[config.mk]
export PLATFORM = sky130hd
export DESIGN_NAME = alu_arbiter
export DESIGN_NICKNAME = d
export VERILOG_FILES = /design/src/rtl/alu_arbiter_pkg.sv /design/src/rtl/alu_arbiter_alu.sv /design/src/rtl/alu_arbiter.sv
export SDC_FILE = /design/constraint.sdc
export NUM_CORES = 1
export LEC_CHECK = 0
export ABC_AREA = 1
export CELL_PAD_IN_SITES_DETAIL_PLACEMENT = 1
export CELL_PAD_IN_SITES_GLOBAL_PLACEMENT = 1
export CORE_MARGIN = 2
export CORE_UTILIZATION = 40
export DETAILED_ROUTE_END_ITERATION = 10
export PLACE_DENSITY = 0.88
export SKIP_LAST_GASP = 1
export SLEW_MARGIN = 20
export SYNTH_ARGS = -nofsm -noshare
export SYNTH_HDL_FRONTEND = slang
export SYNTH_HIERARCHICAL = 1
export SYNTH_SLANG_ARGS = --single-unit
[constraint.sdc]
create_clock -name clk -period 7.96 [get_ports clk]
set_input_delay 2.388 -clock clk [delete_from_list [all_inputs] [get_ports clk]]
set_output_delay 2.388 -clock clk [all_outputs]
set_load 0.1 [all_outputs]
[src/rtl/alu_arbiter_pkg.sv]
// Shared definitions for the two-client ALU arbiter: command codes, datapath width
// and sequencer state encoding.
package alu_arbiter_pkg;

   localparam int ALU_WIDTH = 32;

   localparam logic [2:0] ALU_ADD  = 3'd0;
   localparam logic [2:0] ALU_SUB  = 3'd1;
   localparam logic [2:0] ALU_XOR  = 3'd2;
   localparam logic [2:0] ALU_SLT  = 3'd3;
   localparam logic [2:0] ALU_AND  = 3'd4;
   localparam logic [2:0] ALU_NAND = 3'd5;
   localparam logic [2:0] ALU_OR   = 3'd6;
   localparam logic [2:0] ALU_NOR  = 3'd7;

   typedef enum logic [1:0] {
      S_IDLE = 2'd0,
      S_EXEC = 2'd1,
      S_RESP = 2'd2
   } arb_state_e;

endpackage

[src/rtl/alu_arbiter_alu.sv]
// Combinational 32-bit ALU shared by both clients of alu_arbiter.
// SUB and SLT reuse the adder as a + ~b + 1; carryout is the raw adder carry.
module alu_arbiter_alu
   import alu_arbiter_pkg::*;
#(
   parameter int WIDTH = ALU_WIDTH
) (
   input  logic [2:0]       cmd,
   input  logic [WIDTH-1:0] a,
   input  logic [WIDTH-1:0] b,
   output logic [WIDTH-1:0] result,
   output logic             carryout,
   output logic             overflow,
   output logic             zero
);

   logic             sub;
   logic [WIDTH-1:0] b_eff;
   logic [WIDTH:0]   sum;
   logic             add_ovf;

   always_comb begin
      sub     = (cmd == ALU_SUB) || (cmd == ALU_SLT);
      b_eff   = sub ? ~b : b;
      sum     = {1'b0, a} + {1'b0, b_eff} + {{WIDTH{1'b0}}, sub};
      add_ovf = (a[WIDTH-1] == b_eff[WIDTH-1]) && (sum[WIDTH-1] != a[WIDTH-1]);
   end

   always_comb begin
      result   = '0;
      carryout = 1'b0;
      overflow = 1'b0;
      case (cmd)
         ALU_ADD, ALU_SUB: begin
            result   = sum[WIDTH-1:0];
            carryout = sum[WIDTH];
            overflow = add_ovf;
         end
         ALU_SLT: begin
            // Signed less-than: sign of the difference corrected by overflow.
            result   = {{(WIDTH-1){1'b0}}, sum[WIDTH-1] ^ add_ovf};
            carryout = sum[WIDTH];
            overflow = add_ovf;
         end
         ALU_XOR:  result = a ^ b;
         ALU_AND:  result = a & b;
         ALU_NAND: result = ~(a & b);
         ALU_OR:   result = a | b;
         ALU_NOR:  result = ~(a | b);
         default:  result = '0;
      endcase
      zero = (result == '0);
   end

endmodule

[src/rtl/alu_arbiter.sv]
// Round-robin arbiter/sequencer sharing one ALU between two requesters.
// Handshake: a transfer occurs on a rising edge where valid and ready are both high.
module alu_arbiter
   import alu_arbiter_pkg::*;
#(
   parameter int WIDTH   = ALU_WIDTH,
   parameter bit RR_INIT = 1'b0
) (
   input  logic             clk,
   input  logic             reset,
   input  logic             req0_valid,
   output logic             req0_ready,
   input  logic [2:0]       req0_cmd,
   input  logic [WIDTH-1:0] req0_a,
   input  logic [WIDTH-1:0] req0_b,
   input  logic             req1_valid,
   output logic             req1_ready,
   input  logic [2:0]       req1_cmd,
   input  logic [WIDTH-1:0] req1_a,
   input  logic [WIDTH-1:0] req1_b,
   output logic             rsp0_valid,
   input  logic             rsp0_ready,
   output logic             rsp1_valid,
   input  logic             rsp1_ready,
   output logic [WIDTH-1:0] rsp_result,
   output logic             rsp_carryout,
   output logic             rsp_overflow,
   output logic             rsp_zero,
   output logic             busy,
   output logic [1:0]       dbg_state
);

   arb_state_e       state;
   logic             prio;
   logic             owner;
   logic [2:0]       op_cmd;
   logic [WIDTH-1:0] op_a;
   logic [WIDTH-1:0] op_b;

   logic [WIDTH-1:0] alu_result;
   logic             alu_carryout;
   logic             alu_overflow;
   logic             alu_zero;

   logic             grant0;
   logic             grant1;
   logic             rsp_taken;

   // prio names the requester that wins when both are valid.
   assign grant0 = req0_valid && (!req1_valid || !prio);
   assign grant1 = req1_valid && (!req0_valid ||  prio);

   assign req0_ready = (state == S_IDLE) && grant0 && !reset;
   assign req1_ready = (state == S_IDLE) && grant1 && !reset;

   assign rsp0_valid = (state == S_RESP) && !owner;
   assign rsp1_valid = (state == S_RESP) &&  owner;
   assign rsp_taken  = owner ? rsp1_ready : rsp0_ready;

   assign busy      = (state != S_IDLE);
   assign dbg_state = state;

   alu_arbiter_alu #(.WIDTH(WIDTH)) u_alu (
      .cmd      (op_cmd),
      .a        (op_a),
      .b        (op_b),
      .result   (alu_result),
      .carryout (alu_carryout),
      .overflow (alu_overflow),
      .zero     (alu_zero)
   );

   always_ff @(posedge clk or posedge reset) begin
      if (reset) begin
         state        <= S_IDLE;
         prio         <= RR_INIT;
         owner        <= 1'b0;
         op_cmd       <= '0;
         op_a         <= '0;
         op_b         <= '0;
         rsp_result   <= '0;
         rsp_carryout <= 1'b0;
         rsp_overflow <= 1'b0;
         rsp_zero     <= 1'b0;
      end else begin
         case (state)
            S_IDLE: begin
               if (grant0) begin
                  op_cmd <= req0_cmd;
                  op_a   <= req0_a;
                  op_b   <= req0_b;
                  owner  <= 1'b0;
                  prio   <= 1'b1;
                  state  <= S_EXEC;
               end else if (grant1) begin
                  op_cmd <= req1_cmd;
                  op_a   <= req1_a;
                  op_b   <= req1_b;
                  owner  <= 1'b1;
                  prio   <= 1'b0;
                  state  <= S_EXEC;
               end
            end
            S_EXEC: begin
               rsp_result   <= alu_result;
               rsp_carryout <= alu_carryout;
               rsp_overflow <= alu_overflow;
               rsp_zero     <= alu_zero;
               state        <= S_RESP;
            end
            S_RESP: begin
               if (rsp_taken) state <= S_IDLE;
            end
            default: state <= S_IDLE;
         endcase
      end
   end

endmodule

* Word-level counts from Yosys, hierarchy flattened
Cells that the tools add are included.
** Word-level totals
- Output and inout bits :: 42
- Word-level logic and storage cells :: 77
- Register bits :: 106
- Input port bits :: 140
** Operators by class
- Bitwise gates (word level) :: 7
- Equality and inequality tests :: 13
- Muxes and demuxes :: 19
- Reductions and logical operators :: 26
- Add/sub/neg operators :: 2
** Operators by type and width (number)
- one-hot mux 32 bit (7 select lines) :: 1
- two-way mux 32 bit :: 5
- inverter 32 bit :: 3
- adder 32 x 32 -> 33 bit :: 1
- adder 33 x 1 -> 33 bit :: 1
- bitwise AND 32 bit :: 1
- zero test 32 bit :: 1
- OR 32 bit :: 1
- bitwise XOR 32 bit :: 1
- equality test 3 bit, second input constant :: 4
- logical AND 1 bit :: 9
- two-way mux 1 bit :: 7
- equality test 3 x 2 -> 1 bit, second input constant :: 2
- two-way mux 2 bit :: 3
- two-way mux 3 bit :: 2
- one-hot mux 2 bit (3 select lines) :: 1
- zero test 1 bit :: 5
- AND reduction 2 bit :: 2
- nonzero test 2 bit :: 2
- equality test 3 x 1 -> 1 bit, second input constant :: 1
- zero test 3 bit :: 1
- logical OR 1 bit :: 3
- != test 3 bit, second input constant :: 1
- OR reduction 3 bit :: 1
- other kinds (8) :: 8

* Longest topological paths before layout
- Depth in word-level cells :: 10
- Depth in mapped cells :: 24
- Gate-level depth less buffers :: 23

* Hierarchy
Netlist, hierarchy kept.
** By module, submodules not included
- alu_arbiter_alu :: area each 5073.6 um^2, seq. area each 0.0 um^2, instances 1, cells an instance 910
- alu_arbiter :: area each 5031.1 um^2, seq. area each 2652.5 um^2, instances 1, cells an instance 688

* Worst setup path before layout
OpenSTA, ideal clock, no wires.
- Path type :: input-to-output
- Start :: input port req0_valid
- End :: output port req0_ready
- Path buffers :: 2
- Data arrival time :: 4.215 ns
- Required time :: 5.572 ns
- Path slack :: 1.357 ns
- Cell stages on the path :: 4
- Cells stage by stage :: buf_2 -> buf_1 -> nand3_1 -> nor2_1
** Between the ends
- Cells in the longest elaborated chain, start to end :: 3
** Ends and longest elaborated chain
- from (decl) :: line alu_arbiter.sv:11 : input logic req0_valid,
- logical AND 1 bit :: line alu_arbiter.sv:50 : assign grant0 = req0_valid && (!req1_valid || !prio);
- logical AND 1 bit (2 in series) :: line alu_arbiter.sv:53 : assign req0_ready = (state == S_IDLE) && grant0 && !reset;
- to (decl) :: line alu_arbiter.sv:12 : output logic req0_ready,
Every way passes these cells.

* Final worst setup path
- Start :: input port req1_valid
- End :: output port req1_ready
** Between the ends
- Cells in the longest elaborated chain, start to end :: 3
** Ends and longest elaborated chain
- from (decl) :: line alu_arbiter.sv:16 : input logic req1_valid,
- logical AND 1 bit :: line alu_arbiter.sv:51 : assign grant1 = req1_valid && (!req0_valid || prio);
- logical AND 1 bit (2 in series) :: line alu_arbiter.sv:54 : assign req1_ready = (state == S_IDLE) && grant1 && !reset;
- to (decl) :: line alu_arbiter.sv:17 : output logic req1_ready,
Every way passes these cells.

==> out/metrics.csv <==
stage;metric;value;unit
outcome;status;finished, final reports clean;
sta;clk_skew;9.79;ps
run;Max Cap Violations;0;
yosys;mux contribution to synthesized area;0.396;%
clock_tree;clock buffer depth;2;
sta;Fmax;165;MHz
final_layout;Nets;1966;
yosys;Syn Area/Cell;6.32;sq um
final_layout;ant diodes;0;
clock_tree;Worst-Skew Late Latency;370;ps
sta;worst slew pin tran;1170;ps
route;Routed WL;35700;microns
placed_design;GPL Wtd Cong;0.921;
worst_setup_path;Crit. Startpoint;req1_valid;
route;Routed WL per cell;17.3;microns
worst_setup_path;reg-to-reg startpoint;op_cmd[2];
route;DR WL met2;15900;microns
route;DR top layer;met5;
die;Die X;163;microns
global_routing;initial antenna violation count;1;
final_layout;layout cells sized above 1;3.52;%
worst_setup_path;Crit Path Category;primary input to output port;
final_layout;most frequent cells in the layout;647 x nand2_1, 178 x clkdlybuf4s50_1, 169 x inv_1, 154 x nand3_1, 106 x dfrtp_1;
yosys;Post-synth EDFFs;0;
sta;max-slew violation total from the final report;0;
yosys;post-synthesis sequential area ratio;26.3;%
yosys;Adder-Cell Fraction of Synth Area;12.0;%
die;I/O pin count;182;
final_layout;fin util;49.5;%
sta;RSZ-0062 raised after global routing;false;
final_layout;commonest non-fill, non-tap cell in the layout;nand2_1;
sta;Final Setup Violations;0;
worst_setup_path;WP data required;5570;ps
worst_setup_path;most frequent cell on the critical path;nor2_1;
route;met3 wire length;1810;microns
die;die area;26500;sq um
yosys;Yosys top cell area share;26.3;%
yosys;top cells by area, synth;dfrtp_1 26%, nand2_1 24%, ha_1 12%;
clock_tree;clock sinks;106;
die;Initial Util;40.5;%
sta;fin crit period;6070;ps
route;# DRC;0;
yosys;main combinational cell family by area after synthesis;simple AND/OR/NAND/NOR gates;
worst_setup_path;critical path's slowest cell;clkdlybuf4s50_1;
global_routing;global-route wire length before repair;57400;microns
worst_hold_path;min-delay src;rsp_result[13];
global_routing;GR Overflow Total;0;
die;Die Span Y;163;microns
yosys;top_reg_cell synth;dfrtp_1;
placed_design;Port Buffer Count;181;
yosys;Synth area leader;dfrtp_1;
worst_setup_path;CP cell instances;clkdlybuf4s50_1 > inv_1 > nor2_1 > nand2_1 > nor2_1 > buf_4;
clock_tree;hold buffer count at CTS;0;
die;Core ar.;25000;sq um
clock_tree;Post-CTS Setup Bufs;0;
final_layout;Syn-to-layout area delta;22.3;%
placed_design;DP HPWL;28200;microns
worst_setup_path;crit-path max FO;4;
global_routing;largest net degree at the start of global routing;71;
yosys;Syn Std Cell Area;10100;sq um
yosys;simple-gate share of the synthesized area;38.5;%
yosys;Synth Area in XOR/XNOR;3.12;%
global_routing;total track usage;27.3;%
route;met1 wire length;17600;microns
route;router iterations before antenna repair;5;
clock_tree;post-CTS resize count;0;
yosys;Post-synth ARST share;100;%
yosys;post-synth net total;1834;
clock_tree;root buffer cell;clkbuf_16;
route;initial DRC count;669;
yosys;count of cell types in the netlist;47;
yosys;Synth Area in Compound Gates;9.91;%
clock_tree;H-tree depth;3;
worst_setup_path;critical path capture point type;output port;
route;routed vias/inst;5.21;
clock_tree;Worst-path clk slew;70;ps
die;Cell Rows;58;
sta;Slew headroom;21.9;%
worst_setup_path;Worst setup SP type;primary input;
worst_setup_path;delay of the slowest critical-path stage;590;ps
clock_tree;CTS tree;yes;
yosys;FF+latch count, synth;106;
route;post-route ant nets;0;
sta;final setup TNS;0;ps
yosys;post-synthesis instance total;1598;
worst_setup_path;critical path arrival;3690;ps
worst_setup_path;Worst R2R Setup Slack;3990;ps
worst_hold_path;Hold Crit Class;flop to flop;
route;vias after detailed routing;10800;
sta;Hold Vio Cnt, Final;0;
global_routing;number of global-route vias before repair;10900;
clock_tree;cts bufs inserted;9;
sta;Final Cycle Share;76.3;%
yosys;YS warnings;6;
[sequential cells by signal, indices dropped and copies added, names as in the netlist]
signal and flops:
prio 1, rsp_zero 1, owner 1, rsp_result 32, op_cmd 3, dbg_state 2
op_b 32, op_a 32, rsp_overflow 1, rsp_carryout 1
[layer usage]
| layer | vias to the layer above | GRT usage, % |
|---|---|---|
| met5 | - | 0 |
| met4 | 2 | 4.99 |
| met3 | 25 | 4.63 |
| met2 | 259 | 43.7 |
| met1 | 5139 | 39.0 |
| li1 | 5342 | - |
[logic make-up after synthesis]
| group | Yosys count |
|---|---|
| AND/OR/NAND/NOR | 947 |
| buffers and inverters | 244 |
| AO/OA/AOI/OAI | 165 |
| flip-flops | 106 |
| adder cells (fa/ha/maj) | 96 |
| XOR/XNOR | 36 |
| multiplexers | 4 |
[cell usage after synthesis (4+ instances only)]
| master | number |
|---|---|
| mux2i_1 | 4 |
| inv_1 | 170 |
| buf_2 | 27 |
| a211oi_1 | 16 |
| and2_1 | 4 |
| a21oi_1 | 59 |
| o21ai_1 | 15 |
| o211ai_1 | 7 |
| ha_1 | 95 |
| xor2_1 | 36 |
| buf_4 | 7 |
| nand3_2 | 4 |
| nand2_1 | 650 |
| nor3_1 | 7 |
| nand3_1 | 154 |
| inv_2 | 7 |
| nor2_1 | 96 |
| buf_1 | 13 |
| clkbuf_1 | 17 |
| nand4_1 | 15 |
| o21ai_0 | 37 |
| nand2_2 | 11 |
| dfrtp_1 | 106 |
[per-stage QoR]
step                setup slack (ps)  hold WS (ps)  area (sq um)  cells
floorplan                       1360           474         10100   1598
global placement                1940           453         12100   2049
detailed placement              1870           460         12100   2049
CTS                             1860           477         12400   2065
global route                    1800           496         12400   2065
finish                          1890           474         12400   2065
[area by class of cell]
type	count	area [sq um]
multi-input combinational	1248	6480
fill	3386	12600
inverter	177	667
tap	330	413
sequential	106	2650
clock buffer	10	229
clock inverter	6	57.6
timing repair buffer	188	1850
[path summary, 6_finish.rpt]
path / end / cells past startpoint
min in group asynchronous: prio / 2
min: rsp_result[13] / 2
max: req1_ready / 6
max in group asynchronous: rsp_result[14] / 3
min reg2reg: rsp_result[13] / 2
max reg2reg: rsp_zero / 23
[worst max-delay path: cells and delay by family]
kind          cells  cell delay, ps
buf+inv           3             950
simple gates      3             350
Power is not shown: default switching activity piles up to over one toggle a cycle in this logic, so the estimate is an artifact.
